[config.mk]
export PLATFORM = sky130hd
export DESIGN_NAME = poly_add_seq
export DESIGN_NICKNAME = d
export VERILOG_FILES = /design/src/rtl/poly_arith_pkg.sv /design/src/rtl/coeff_fifo.sv /design/src/rtl/mod_add.sv /design/src/rtl/poly_add_seq.sv
export SDC_FILE = /design/constraint.sdc
export NUM_CORES = 1
export LEC_CHECK = 0
export ABC_CLOCK_PERIOD_IN_PS = 9350
export BUFFER_PORTS_ARGS = -buffer_cell sky130_fd_sc_hd__buf_2
export CORE_MARGIN = 3
export CORE_UTILIZATION = 40
export DETAILED_ROUTE_END_ITERATION = 12
export MAX_ROUTING_LAYER = met4
export PLACE_DENSITY_LB_ADDON = 0.2
export SETUP_SLACK_MARGIN = 0.02
export SYNTH_ARGS = -nofsm -noshare
export SYNTH_HDL_FRONTEND = slang
export SYNTH_HIERARCHICAL = 1
export SYNTH_SLANG_ARGS = --single-unit
[constraint.sdc]
create_clock -name clk -period 9.35 [get_ports clk]
set_input_delay 0.4675 -clock clk [delete_from_list [all_inputs] [get_ports clk]]
set_output_delay 0.4675 -clock clk [all_outputs]
set_load 0.05 [all_outputs]
[src/rtl/poly_arith_pkg.sv]
// Shared types and constants for the ML-KEM polynomial arithmetic blocks.
package poly_arith_pkg;

  typedef logic [11:0] coeff_t;
  localparam coeff_t Q = 12'd3329;

  localparam int N_COEFF = 256;
  typedef logic [7:0] poly_addr_t;

  typedef enum logic [1:0] {
    IDLE,
    RUN,
    DRAIN,
    DONE
  } poly_seq_state_e;

endpackage

[src/rtl/coeff_fifo.sv]
// Small synchronous coefficient FIFO; head is read straight from registered storage.
module coeff_fifo
  import poly_arith_pkg::*;
#(
  parameter int DEPTH = 8
) (
  input  logic                       clk,
  input  logic                       rst_n,
  input  logic                       push,
  input  coeff_t                     push_data,
  input  logic                       pop,
  output coeff_t                     head,
  output logic [$clog2(DEPTH+1)-1:0] count,
  output logic                       full,
  output logic                       empty
);

  localparam int PTR_W = (DEPTH > 1) ? $clog2(DEPTH) : 1;
  localparam int CNT_W = $clog2(DEPTH + 1);

  coeff_t           mem [DEPTH];
  logic [PTR_W-1:0] wr_ptr;
  logic [PTR_W-1:0] rd_ptr;

  function automatic logic [PTR_W-1:0] ptr_next(input logic [PTR_W-1:0] p);
    return (p == PTR_W'(DEPTH - 1)) ? '0 : p + 1'b1;
  endfunction

  // Storage and pointers; storage is cleared so the head reads 0 out of reset.
  always_ff @(posedge clk or negedge rst_n) begin
    if (!rst_n) begin
      for (int i = 0; i < DEPTH; i++) mem[i] <= '0;
      wr_ptr <= '0;
      rd_ptr <= '0;
    end else begin
      if (push) begin
        mem[wr_ptr] <= push_data;
        wr_ptr      <= ptr_next(wr_ptr);
      end
      if (pop) rd_ptr <= ptr_next(rd_ptr);
    end
  end

  // Occupancy; a simultaneous push and pop leaves it unchanged, even when full.
  always_ff @(posedge clk or negedge rst_n) begin
    if (!rst_n) begin
      count <= '0;
    end else if (push && !pop) begin
      count <= count + 1'b1;
    end else if (!push && pop) begin
      count <= count - 1'b1;
    end
  end

  assign head  = mem[rd_ptr];
  assign full  = (count == CNT_W'(DEPTH));
  assign empty = (count == '0);

endmodule

[src/rtl/mod_add.sv]
// Two-stage modular adder: operands registered, then (a + b) mod Q registered.
module mod_add
  import poly_arith_pkg::*;
(
  input  logic   clk,
  input  logic   rst,
  input  logic   valid_i,
  input  coeff_t a_i,
  input  coeff_t b_i,
  output logic   valid_o,
  output coeff_t result_o
);

  logic        valid_q;
  coeff_t      a_q;
  coeff_t      b_q;
  logic [12:0] sum;

  // Stage 1: capture operands and their valid flag.
  always_ff @(posedge clk) begin
    if (rst) begin
      valid_q <= 1'b0;
      a_q     <= '0;
      b_q     <= '0;
    end else begin
      valid_q <= valid_i;
      a_q     <= a_i;
      b_q     <= b_i;
    end
  end

  // Full-width sum; both operands are below Q so one conditional subtract reduces it.
  always_comb begin
    sum = {1'b0, a_q} + {1'b0, b_q};
  end

  // Stage 2: reduced result and its valid flag.
  always_ff @(posedge clk) begin
    if (rst) begin
      valid_o  <= 1'b0;
      result_o <= '0;
    end else begin
      valid_o  <= valid_q;
      result_o <= (sum >= {1'b0, Q}) ? 12'(sum - {1'b0, Q}) : sum[11:0];
    end
  end

endmodule

[src/rtl/poly_add_seq.sv]
// Whole-polynomial modular addition sequencer with credit-based read issue.
//
// state | meaning
// IDLE  | waiting for start_i
// RUN   | issuing reads while credit allows
// DRAIN | all reads issued, waiting for the final write handshake
// DONE  | one-cycle done_o pulse
module poly_add_seq
  import poly_arith_pkg::*;
#(
  parameter int N          = N_COEFF,
  parameter int ADDR_W     = 8,
  parameter int FIFO_DEPTH = 8
) (
  input  logic              clk,
  input  logic              rst_n,
  input  logic              start_i,
  output logic              busy_o,
  output logic              done_o,
  output logic              rd_en_o,
  output logic [ADDR_W-1:0] rd_addr_o,
  input  coeff_t            rd_a_i,
  input  coeff_t            rd_b_i,
  output logic              wr_valid_o,
  input  logic              wr_ready_i,
  output logic [ADDR_W-1:0] wr_addr_o,
  output coeff_t            wr_data_o
);

  localparam int              CNT_W = $clog2(FIFO_DEPTH + 1);
  localparam logic [ADDR_W:0] LAST  = (ADDR_W + 1)'(N - 1);

  poly_seq_state_e  state;
  logic [ADDR_W:0]  issue_cnt;
  logic [ADDR_W:0]  wr_cnt;
  logic [CNT_W-1:0] inflight;
  logic [CNT_W-1:0] fifo_count;
  logic [CNT_W:0]   credit_used;
  logic             fifo_full;
  logic             fifo_empty;
  logic             rd_valid_q;
  logic             ma_valid;
  coeff_t           ma_result;
  logic             push;
  logic             pop;

  // Everything already issued but not yet written out holds a FIFO slot in reserve.
  assign credit_used = {1'b0, inflight} + {1'b0, fifo_count};
  assign rd_en_o     = (state == RUN) && (credit_used < (CNT_W + 1)'(FIFO_DEPTH));
  assign push        = ma_valid;
  assign pop         = wr_valid_o && wr_ready_i;
  assign wr_valid_o  = !fifo_empty;
  assign rd_addr_o   = issue_cnt[ADDR_W-1:0];
  assign wr_addr_o   = wr_cnt[ADDR_W-1:0];

  // Sequencer FSM with issue/write counters and registered busy/done.
  always_ff @(posedge clk or negedge rst_n) begin
    if (!rst_n) begin
      state     <= IDLE;
      busy_o    <= 1'b0;
      done_o    <= 1'b0;
      issue_cnt <= '0;
      wr_cnt    <= '0;
    end else begin
      if (rd_en_o) issue_cnt <= issue_cnt + 1'b1;
      if (pop)     wr_cnt    <= wr_cnt + 1'b1;
      case (state)
        IDLE: begin
          if (start_i) begin
            state     <= RUN;
            busy_o    <= 1'b1;
            issue_cnt <= '0;
            wr_cnt    <= '0;
          end
        end
        RUN: begin
          if (rd_en_o && issue_cnt == LAST) state <= DRAIN;
        end
        DRAIN: begin
          if (pop && wr_cnt == LAST) begin
            state  <= DONE;
            done_o <= 1'b1;
          end
        end
        DONE: begin
          state  <= IDLE;
          busy_o <= 1'b0;
          done_o <= 1'b0;
        end
        default: state <= IDLE;
      endcase
    end
  end

  // RAM data arrives one cycle after the read strobe; align the adder's valid with it.
  always_ff @(posedge clk or negedge rst_n) begin
    if (!rst_n) rd_valid_q <= 1'b0;
    else        rd_valid_q <= rd_en_o;
  end

  // Pairs issued to the RAMs that have not yet landed in the FIFO.
  always_ff @(posedge clk or negedge rst_n) begin
    if (!rst_n) begin
      inflight <= '0;
    end else if (rd_en_o && !push) begin
      inflight <= inflight + 1'b1;
    end else if (!rd_en_o && push) begin
      inflight <= inflight - 1'b1;
    end
  end

  mod_add u_mod_add (
    .clk      (clk),
    .rst      (~rst_n),
    .valid_i  (rd_valid_q),
    .a_i      (rd_a_i),
    .b_i      (rd_b_i),
    .valid_o  (ma_valid),
    .result_o (ma_result)
  );

  coeff_fifo #(
    .DEPTH (FIFO_DEPTH)
  ) u_fifo (
    .clk       (clk),
    .rst_n     (rst_n),
    .push      (push),
    .push_data (ma_result),
    .pop       (pop),
    .head      (wr_data_o),
    .count     (fifo_count),
    .full      (fifo_full),
    .empty     (fifo_empty)
  );

  // The credit scheme must never let a result arrive at a full FIFO that is not draining.
  a_no_overflow: assert property (@(posedge clk) disable iff (!rst_n) !(push && fifo_full && !pop));

endmodule

# Word-level counts from Yosys, hierarchy flattened
# Cells that the tools add are included.
[word_totals]
wordCells = 100
reg_bits = 171
out_inout_bits = 32
in_bits = 28
[classes]
n_lt_le_gt_ge = 5
muxes = 27
n_bitwise = 2
reduce_logical = 22
addsub = 11
eq_ne = 10
[op_table]
columns = ["cell", "n"]
rows = [
  ["bitwise mux 96 bit", 1],
  ["2-to-1 mux 9 bit", 6],
  ["2-to-1 mux 12 bit", 4],
  ["binary-select mux 12 bit (select 3 bit)", 1],
  ["demux 12 bit (select 3 bit)", 1],
  ["adder 9 x 1 -> 9 bit (second input constant)", 2],
  ["equality test 9 x 8 -> 1 bit (second input constant)", 2],
  ["2-to-1 mux 4 bit", 4],
  ["adder 12 x 12 -> 13 bit", 1],
  [">= comparator 13 x 12 -> 1 bit (second input constant)", 1],
  ["subtractor 12 bit (second input constant)", 1],
  ["logical AND 1 bit", 9],
  ["adder 4 x 1 -> 4 bit (second input constant)", 2],
  [">= comparator 4 bit (second input constant)", 2],
  ["NOT 3 -> 4 bit", 2],
  ["case mux 2 bit (4 select lines)", 1],
  ["nonzero test 2 bit", 4],
  ["subtractor 4 x 1 -> 4 bit (second input constant)", 2],
  ["adder 3 x 1 -> 3 bit (second input constant)", 2],
  ["equality test 3 bit (second input constant)", 2],
  ["2-to-1 mux 2 bit", 3],
  ["2-to-1 mux 3 bit", 2],
  ["adder 4 x 4 -> 5 bit", 1],
  ["< comparator 5 x 4 -> 1 bit (second input constant)", 1],
  ["other kinds (12)", 20],
]

# Longest topological paths before layout
# Gate-level depths: netlist of run 1.
[logic_depth]
word_depth = 7
mapped_depth = 13
mapped_depth_nobuf = 12

# Modules after synthesis
# Netlist of run 1, hierarchy kept.
[modules_own_cells]
columns = ["mod", "area_per_inst_um2", "seq_area_each_um2", "n_inst", "cells_per_inst"]
rows = [
  ["coeff_fifo", 5028.6, 2652.5, 1, 307],
  ["mod_add", 2048.2, 760.7, 1, 223],
  ["poly_add_seq", 1660.3, 675.6, 1, 171],
]

# Worst setup path after synthesis of run 1
# No wires, ideal clock.
[synth_path]
path_type = "register -> register"
from = "reg u_fifo.count[3]"
to = "reg inflight[3]"
n_path_buf = 1
t_arrival_ps = 3127
stages_incl_launch_ff = 12
setup_ps = 136
path_slack_ps = 6087
period_less_slack_ps = 3263
t_required_ps = 9214
cell_sequence = "dfrtp_1 > ha_1 > or4b_4 > a21o_1 > buf_6 > clkinv_1 > ha_1 > inv_1 > ha_1 > a21o_1 > a2111oi_0 > o31ai_1"
[synth_between]
elab_chain_len = 6
elab_cells_between_ends = 8
cone_classes = "add/sub (1); order compare (1); mux (1); reduce/logical (5)"
[synth_lines]
columns = ["item", "line", "source"]
rows = [
  ["from (decl)", "coeff_fifo.sv:13", "output logic [$clog2(DEPTH+1)-1:0] count,"],
  ["from (signal assigned)", "coeff_fifo.sv:49", "count <= count + 1'b1;"],
  ["from (signal assigned)", "coeff_fifo.sv:51", "count <= count - 1'b1;"],
  ["adder 4 x 4 -> 5 bit (*)", "poly_add_seq.sv:48", "assign credit_used = {1'b0, inflight} + {1'b0, fifo_count};"],
  ["< comparator 5 x 4 -> 1 bit (*)", "poly_add_seq.sv:49", "assign rd_en_o = (state == RUN) && (credit_used < (CNT_W + 1)'(FIFO_DEPTH));"],
  ["logical AND 1 bit (*)", "poly_add_seq.sv:49", ""],
  ["via rd_en_o", "poly_add_seq.sv:20", "output logic rd_en_o,"],
  ["logical NOT 1 bit", "poly_add_seq.sv:107", "end else if (!rd_en_o && push) begin"],
  ["logical AND 1 bit", "poly_add_seq.sv:107", ""],
  ["nonzero test 2 bit (no line)", "-", ""],
  ["to (signal assigned)", "poly_add_seq.sv:106", "inflight <= inflight + 1'b1;"],
  ["to (signal assigned)", "poly_add_seq.sv:108", "inflight <= inflight - 1'b1;"],
  ["to (decl)", "poly_add_seq.sv:36", "logic [CNT_W-1:0] inflight;"],
]
# The timed path passes the listed nets; every way through them passes the cells marked *.
# A chain may end at the register's enable or synchronous reset.

# Worst setup path in the final report of run 1
[layout_path]
from = "reg inflight[3]"
to = "reg inflight[3]"
[layout_between]
elab_chain_len = 6
elab_cells_between_ends = 11
cone_classes = "add/sub (3); order compare (1); mux (2); reduce/logical (5)"
[layout_lines]
columns = ["item", "line"]
rows = [
  ["adder 4 x 4 -> 5 bit", "poly_add_seq.sv:48"],
  ["< comparator 5 x 4 -> 1 bit", "poly_add_seq.sv:49"],
  ["logical AND 1 bit", "poly_add_seq.sv:49"],
  ["logical NOT 1 bit", "poly_add_seq.sv:107"],
  ["logical AND 1 bit", "poly_add_seq.sv:107"],
  ["nonzero test 2 bit (no line)", "-"],
]
# Parallel ways exist; a longest one is shown, timed or not. The select of a mux whose other input is x is not followed.

==> flow_metrics.tcl, run 1 <==
set metrics [dict create \
    insertion_delay_ns 0.42 \
    cp_cell_sequence "ha_1, or4b_4, a21o_1, clkinv_1, ha_1, inv_1, ha_1, a21o_1, a2111oi_0, o31ai_1" \
    ir_worst_vdd_uv 115 \
    die_h_um 154 \
    grt_pass1_vias 5713 \
    syn_area_per_cell_sq_um 12.5 \
    slowest_stage "or4b_4" \
    overflow 0 \
    h-tree-depth 4 \
    hold_viol_final 0 \
    min_period_ns 3.32 \
    drv_slew 0 \
    final_layout_size_suffix_gt1_share_pct 31.4 \
    critPathKind "reg2reg" \
    worst_pin_slew_ns 1.18 \
    ant_nets 0 \
    critPathMaxStageDelay_ns 0.54 \
    final.setup_skew_ns 0.0111 \
    worst_setup_path_start_kind "register" \
    post-dp-hpwl_um 12000 \
    fin_crit_sh_pct 35.5 \
    layout.cells.non_filler 1026 \
    r2r_cells 10 \
    drcViolationCount 0 \
    path_max_fanout 10 \
    endpoint_kind "register" \
    gp_congestion 0.814 \
    placedCellCount 993 \
    cts_buffers 17 \
    vias_per_cell 5.43 \
    hp-class "in2reg" \
    core_sq_mm 0.0212 \
    grt_use_total_pct 15.9 \
    critPathMostFrequentCell "ha_1" \
    ys_warn_count 6 \
    antenna_found_initial 0 \
    synth_cells 700 \
    final_area_sq_mm 0.00967 \
    crit_path_end "inflight[3]" \
    dr.pass1.iters 4 \
    rsz0062_at_grt "false" \
    fmax_ghz 0.301 \
    numPortBuffers 59 \
    reg2reg_slack_ns 6.03 \
    setup_slack_ns 6.03 \
    powerDensity_mw_per_mm2 253 \
    p_total_w 0.00245 \
    netlist_area_sq_mm 0.00873 \
    drv_cap 0 \
    critPathRequiredTime_ns 9.64 \
    wl_per_cell_um 17.5 \
    wl_um 17900 \
    cts_setup_buffers 0 \
    diodes 0 \
    grt_max_degree 69 \
    initial_core_util_pct 41.1 \
    startpoint "inflight[3]" \
    root_buffer "clkbuf_16" \
    fin_tns_setup_ns 0 \
    clk_pin_slew_ns 0.07 \
    cts_sinks 171 \
    leakage_nw 4.62 \
    drt_iter0_drc 300 \
    cts_buffer_depth 2 \
    cts_tree "yes" \
    ios 60 \
    worstReg2RegEnd "inflight[3]" \
    nets 804 \
    vias 5568 \
    relSlewSlack_pct 21.4 \
    setup_viol 0 \
    place_area_sq_mm 0.00911 \
    grt_first_pass_wirelength_um 29500 \
    cp.arrival_ns 3.61 \
    design.die.area_sq_mm 0.0236 \
    fp.dieW_um 154 \
    synth_nets 766 \
    post-place-ws_ns 6.03 \
    reg2reg_from "inflight[3]" \
    area_growth_pct 10.8 \
    core.rowCount 53 \
    status "finished, final reports clean" \
]
[metal layers]
layer  part of all wire [%]  up-vias  track usage [%]
met5                      0        -                -
met4                    1.0        0             4.58
met3                    3.0       12             3.01
met2                     49       91             25.7
met1                     47     2821             20.7
li1                       -     2644                -
[timing repair]
item	in CTS	in global routing
hold buffers	1	0
resized for setup	0	0
hold endpoints to repair	2	0
[final cells by class]
class | count | area [sq um]
clock buffer | 19 | 443
clock inverter | 13 | 108
fill | 1942 | 11600
inverter | 20 | 75.1
multi-input combinational | 459 | 4230
sequential | 171 | 4090
tap | 275 | 344
timing repair buffer | 69 | 375
[worst min path at each step]
| stage | cells past startpoint | slack (ns) | start | end |
|---|---|---|---|---|
| floorplan | 0 | 0.17 | rst_n | busy_o |
| global placement | 1 | 0.29 | rst_n | u_fifo/wr_ptr[1] |
| detailed placement | 1 | 0.29 | rst_n | u_fifo/wr_ptr[2] |
| CTS | 2 | 0.23 | rd_a_i[4] | u_mod_add/a_q[4] |
| global route | 2 | 0.24 | rd_a_i[3] | u_mod_add/a_q[3] |
| finish | 2 | 0.25 | rd_b_i[5] | u_mod_add/b_q[5] |
[layout by cell type (no fill, tap or decap), types with 13 or more instances in the layout]
master / count
nand2_1: 29
o21ai_0: 16
nor3_1: 13
a21oi_1: 24
nor2b_1: 30
ha_1: 35
mux4_1: 23
clkbuf_16: 17
nand3_1: 15
dfxtp_1: 38
buf_2: 58
nor2_1: 26
dfrtp_1: 133
inv_1: 18
mux2_2: 115
[registers in the layout, indices dropped and copies added (netlist names), 2 cells and up]
name,flops
u_fifo/mem,96
u_mod_add/a_q,12
u_mod_add/b_q,12
u_mod_add/result_o,12
issue_cnt,9
wr_cnt,9
inflight,4
u_fifo/count,4
u_fifo/rd_ptr,3
u_fifo/wr_ptr,3
state,2
[report_power, final]
part           total, W  switching [W]  internal (W)
clock network  0.000656       0.000303      0.000354
logic          0.000758       0.000415      0.000343
registers       0.00103       0.000157      0.000874
[per-stage QoR]
stage | util (%) | hold slack (ns)
final | 45.6 | 0.252
after CTS | 45.6 | 0.233
after global routing | 45.6 | 0.243
after floorplan | - | 0.172
after global placement | 42.9 | 0.287
after detailed placement | 42.9 | 0.287
[critical path, delay by kind of cell, from the launching register on]
family / cells / cell delay (ns)
AOI/OAI and AO/OA: 4 / 1.05
adders and majority gates: 3 / 0.86
and+or+nand+nor: 1 / 0.54
buffers and inverters: 2 / 0.32
DFF: 1 / 0.42
Note: power is estimated with default switching activity, not from simulation.
==> run 2: changes to the inputs <==
--- a/config.mk
+++ b/config.mk
@@ -5,7 +5,8 @@
 export SDC_FILE = /design/constraint.sdc
 export NUM_CORES = 1
 export LEC_CHECK = 0
-export ABC_CLOCK_PERIOD_IN_PS = 9350
+export ABC_AREA = 1
+export ABC_CLOCK_PERIOD_IN_PS = 3200
 export BUFFER_PORTS_ARGS = -buffer_cell sky130_fd_sc_hd__buf_2
 export CORE_MARGIN = 3
 export CORE_UTILIZATION = 40
==> constraint.sdc (replaced) <==
create_clock -name clk -period 3.2 [get_ports clk]
set_input_delay 0.16 -clock clk [delete_from_list [all_inputs] [get_ports clk]]
set_output_delay 0.16 -clock clk [all_outputs]
set_load 0.05 [all_outputs]
==> run 2 against run 1 <==
Against the previous run:
- clock skew about the same
- clock power rose to 3.0 times the previous value
- via count grew 30%
- final cell count increased by 47%
- total power rose to 3.2 times the previous value
- first-iteration DRC count increased by 33%
- die area rose by 3.0%
- sequential share of layout area decreased by 2.2 points
- critical endpoint unchanged
==> flow_metrics.tcl, run 2 <==
set metrics [dict create \
    status "finished, final reports clean" \
    setup_viol 0 \
    grt_max_degree 77 \
    grt_use_total_pct 18.1 \
    internal_power_w 0.00457 \
    combPwrFrac_pct 37.8 \
    synth_nets 1226 \
    top_register "u_fifo/mem" \
    final_layout_size_suffix_gt1_share_pct 14.3 \
    cp_num_buf_inv 2 \
    slowest_stage "dfrtp_1" \
    ir_worst_vdd_uv 361 \
    min_period_ns 2.58 \
    finish.utilization_pct 46.4 \
    ant_nets 0 \
    area_growth_pct 13.2 \
    wl_per_cell_um 13.4 \
    wl_um 20200 \
    clkPwrFrac_pct 25.7 \
    diodes 0 \
    critPathMaxStageDelay_ns 0.43 \
    grt_pass1_vias 7266 \
    core_sq_mm 0.0220 \
    final_common_cell "nand2_1" \
    cp_cell_sequence "ha_1, nor2_1, nor2b_4, nand2_2, inv_2, ha_1, inv_1, ha_1, and3_1, o21bai_1, nand2_1, nand2_1, nand2_1" \
    fp.dieW_um 156 \
    ys_warn_count 6 \
    leakage_nw 5.10 \
    crit_family "adder cells" \
    final_cell_mix "nand2_1 (347), dfrtp_1 (133), o21ai_0 (129)" \
    cts_tree "yes" \
    insertion_delay_ns 0.42 \
    largest_register_ff_count 96 \
    grt_first_pass_wirelength_um 34900 \
    critPathRequiredTime_ns 3.51 \
    fin_tns_setup_ns 0 \
    fmax_ghz 0.388 \
    netlist_area_sq_mm 0.00900 \
    drt_iter0_drc 400 \
    swShare_pct 41.3 \
    p_seq_share_pct 36.5 \
    worst_setup_path_start_kind "register" \
    powerDensity_mw_per_mm2 763 \
    endpoint_kind "register" \
    rsz0062_at_grt "false" \
    vias 7262 \
    initial_core_util_pct 41.0 \
    core.rowCount 54 \
    cts_buffer_depth 2 \
    nets 1286 \
    hp-class "in2reg" \
    dr.pass1.iters 5 \
    drv_cap 0 \
    drcViolationCount 0 \
    numPortBuffers 59 \
    placedCellCount 1455 \
    final.setup_skew_ns 0.0110 \
    layout.cells.non_filler 1512 \
    overflow 0 \
    cts_sinks 171 \
    post-dp-hpwl_um 13200 \
    p_total_w 0.00778 \
    root_buffer "clkbuf_16" \
    design.die.area_sq_mm 0.0243 \
    critPathKind "reg2reg" \
    cts_buffers 17 \
    path_max_fanout 11 \
    whs_ns 0.174 \
    vias_per_cell 4.80 \
    syn_area_per_cell_sq_um 7.76 \
    die_h_um 156 \
    synth_cells 1160 \
    gp_congestion 0.813 \
    cp.arrival_ns 2.89 \
    ios 60 \
    fin_crit_sh_pct 80.5 \
    antenna_found_initial 0 \
    worst_pin_slew_ns 0.635 \
    hold_viol_final 0 \
    clk_pin_slew_ns 0.06 \
    drv_slew 0 \
    p_sw_w 0.00321 \
    h-tree-depth 4 \
    relSlewSlack_pct 57.6 \
]
-- run 2: worst paths after layout --
| check | cells after the start | from | end | slack, ns |
|---|---|---|---|---|
| max | 13 | u_fifo/count[3] | inflight[3] | 0.62 |
| min | 4 | wr_ready_i | wr_cnt[1] | 0.17 |
| max reg2reg | 13 | u_fifo/count[3] | inflight[3] | 0.62 |
| min reg2reg | 2 | u_mod_add/valid_q | u_mod_add/valid_o | 0.40 |
| max in group asynchronous | 3 | rst_n | done_o | 2.08 |
| min in group asynchronous | 2 | rst_n | u_fifo/mem[64] | 0.26 |
-- run 2: metal layers --
layer	vias up	wire length, um	GRT usage (%)
li1	3778	-	-
met4	0	148	3.70
met2	98	9720	30.0
met5	-	0	-
met3	13	519	3.30
met1	3373	9840	23.3
-- run 2: what timing repair did --
action | CTS | global route
hold endpoints to repair | 82 | 0
hold buffers | 26 | 0
buffers inserted | 0 | 0
resized for setup | 0 | 0
-- run 2: power by group through the flow --
| stage | Sequential, W | Combinational, W | Clock (W) |
|---|---|---|---|
| 2_1_floorplan | 0.00284 | 0.00226 | 0 |
| 3_3_place_gp | 0.00288 | 0.00290 | 0 |
| 3_5_place_dp | 0.00288 | 0.00292 | 0 |
| 4_1_cts | 0.00285 | 0.00296 | 0.00205 |
| 5_1_grt | 0.00290 | 0.00331 | 0.00214 |
| 6_report | 0.00284 | 0.00294 | 0.00200 |
-- run 2: metrics by stage --
stage	cell area (sq um)	worst slack (ns)
2_1_floorplan	9000	0.732
3_3_place_gp	9360	0.692
3_5_place_dp	9360	0.655
4_1_cts	10200	0.620
5_1_grt	10200	0.346
6_report	10200	0.624
-- run 2: tightest hold or removal path, delay by kind of cell --
kind	cells	cell delay (ns)
AOI/OAI and AO/OA	1	0.08
buffers and inverters	1	0.12
and+or+nand+nor	2	0.19
-- run 2: layout make-up --
type                    count  area (sq um)
clock inverters            11           111
inverters                 121           454
fillers                  2232         11800
well taps                 280           350
clock buffers              20           457
multi-input cells         814          4080
flip-flops and latches    171          4090
repair buffers             95           649
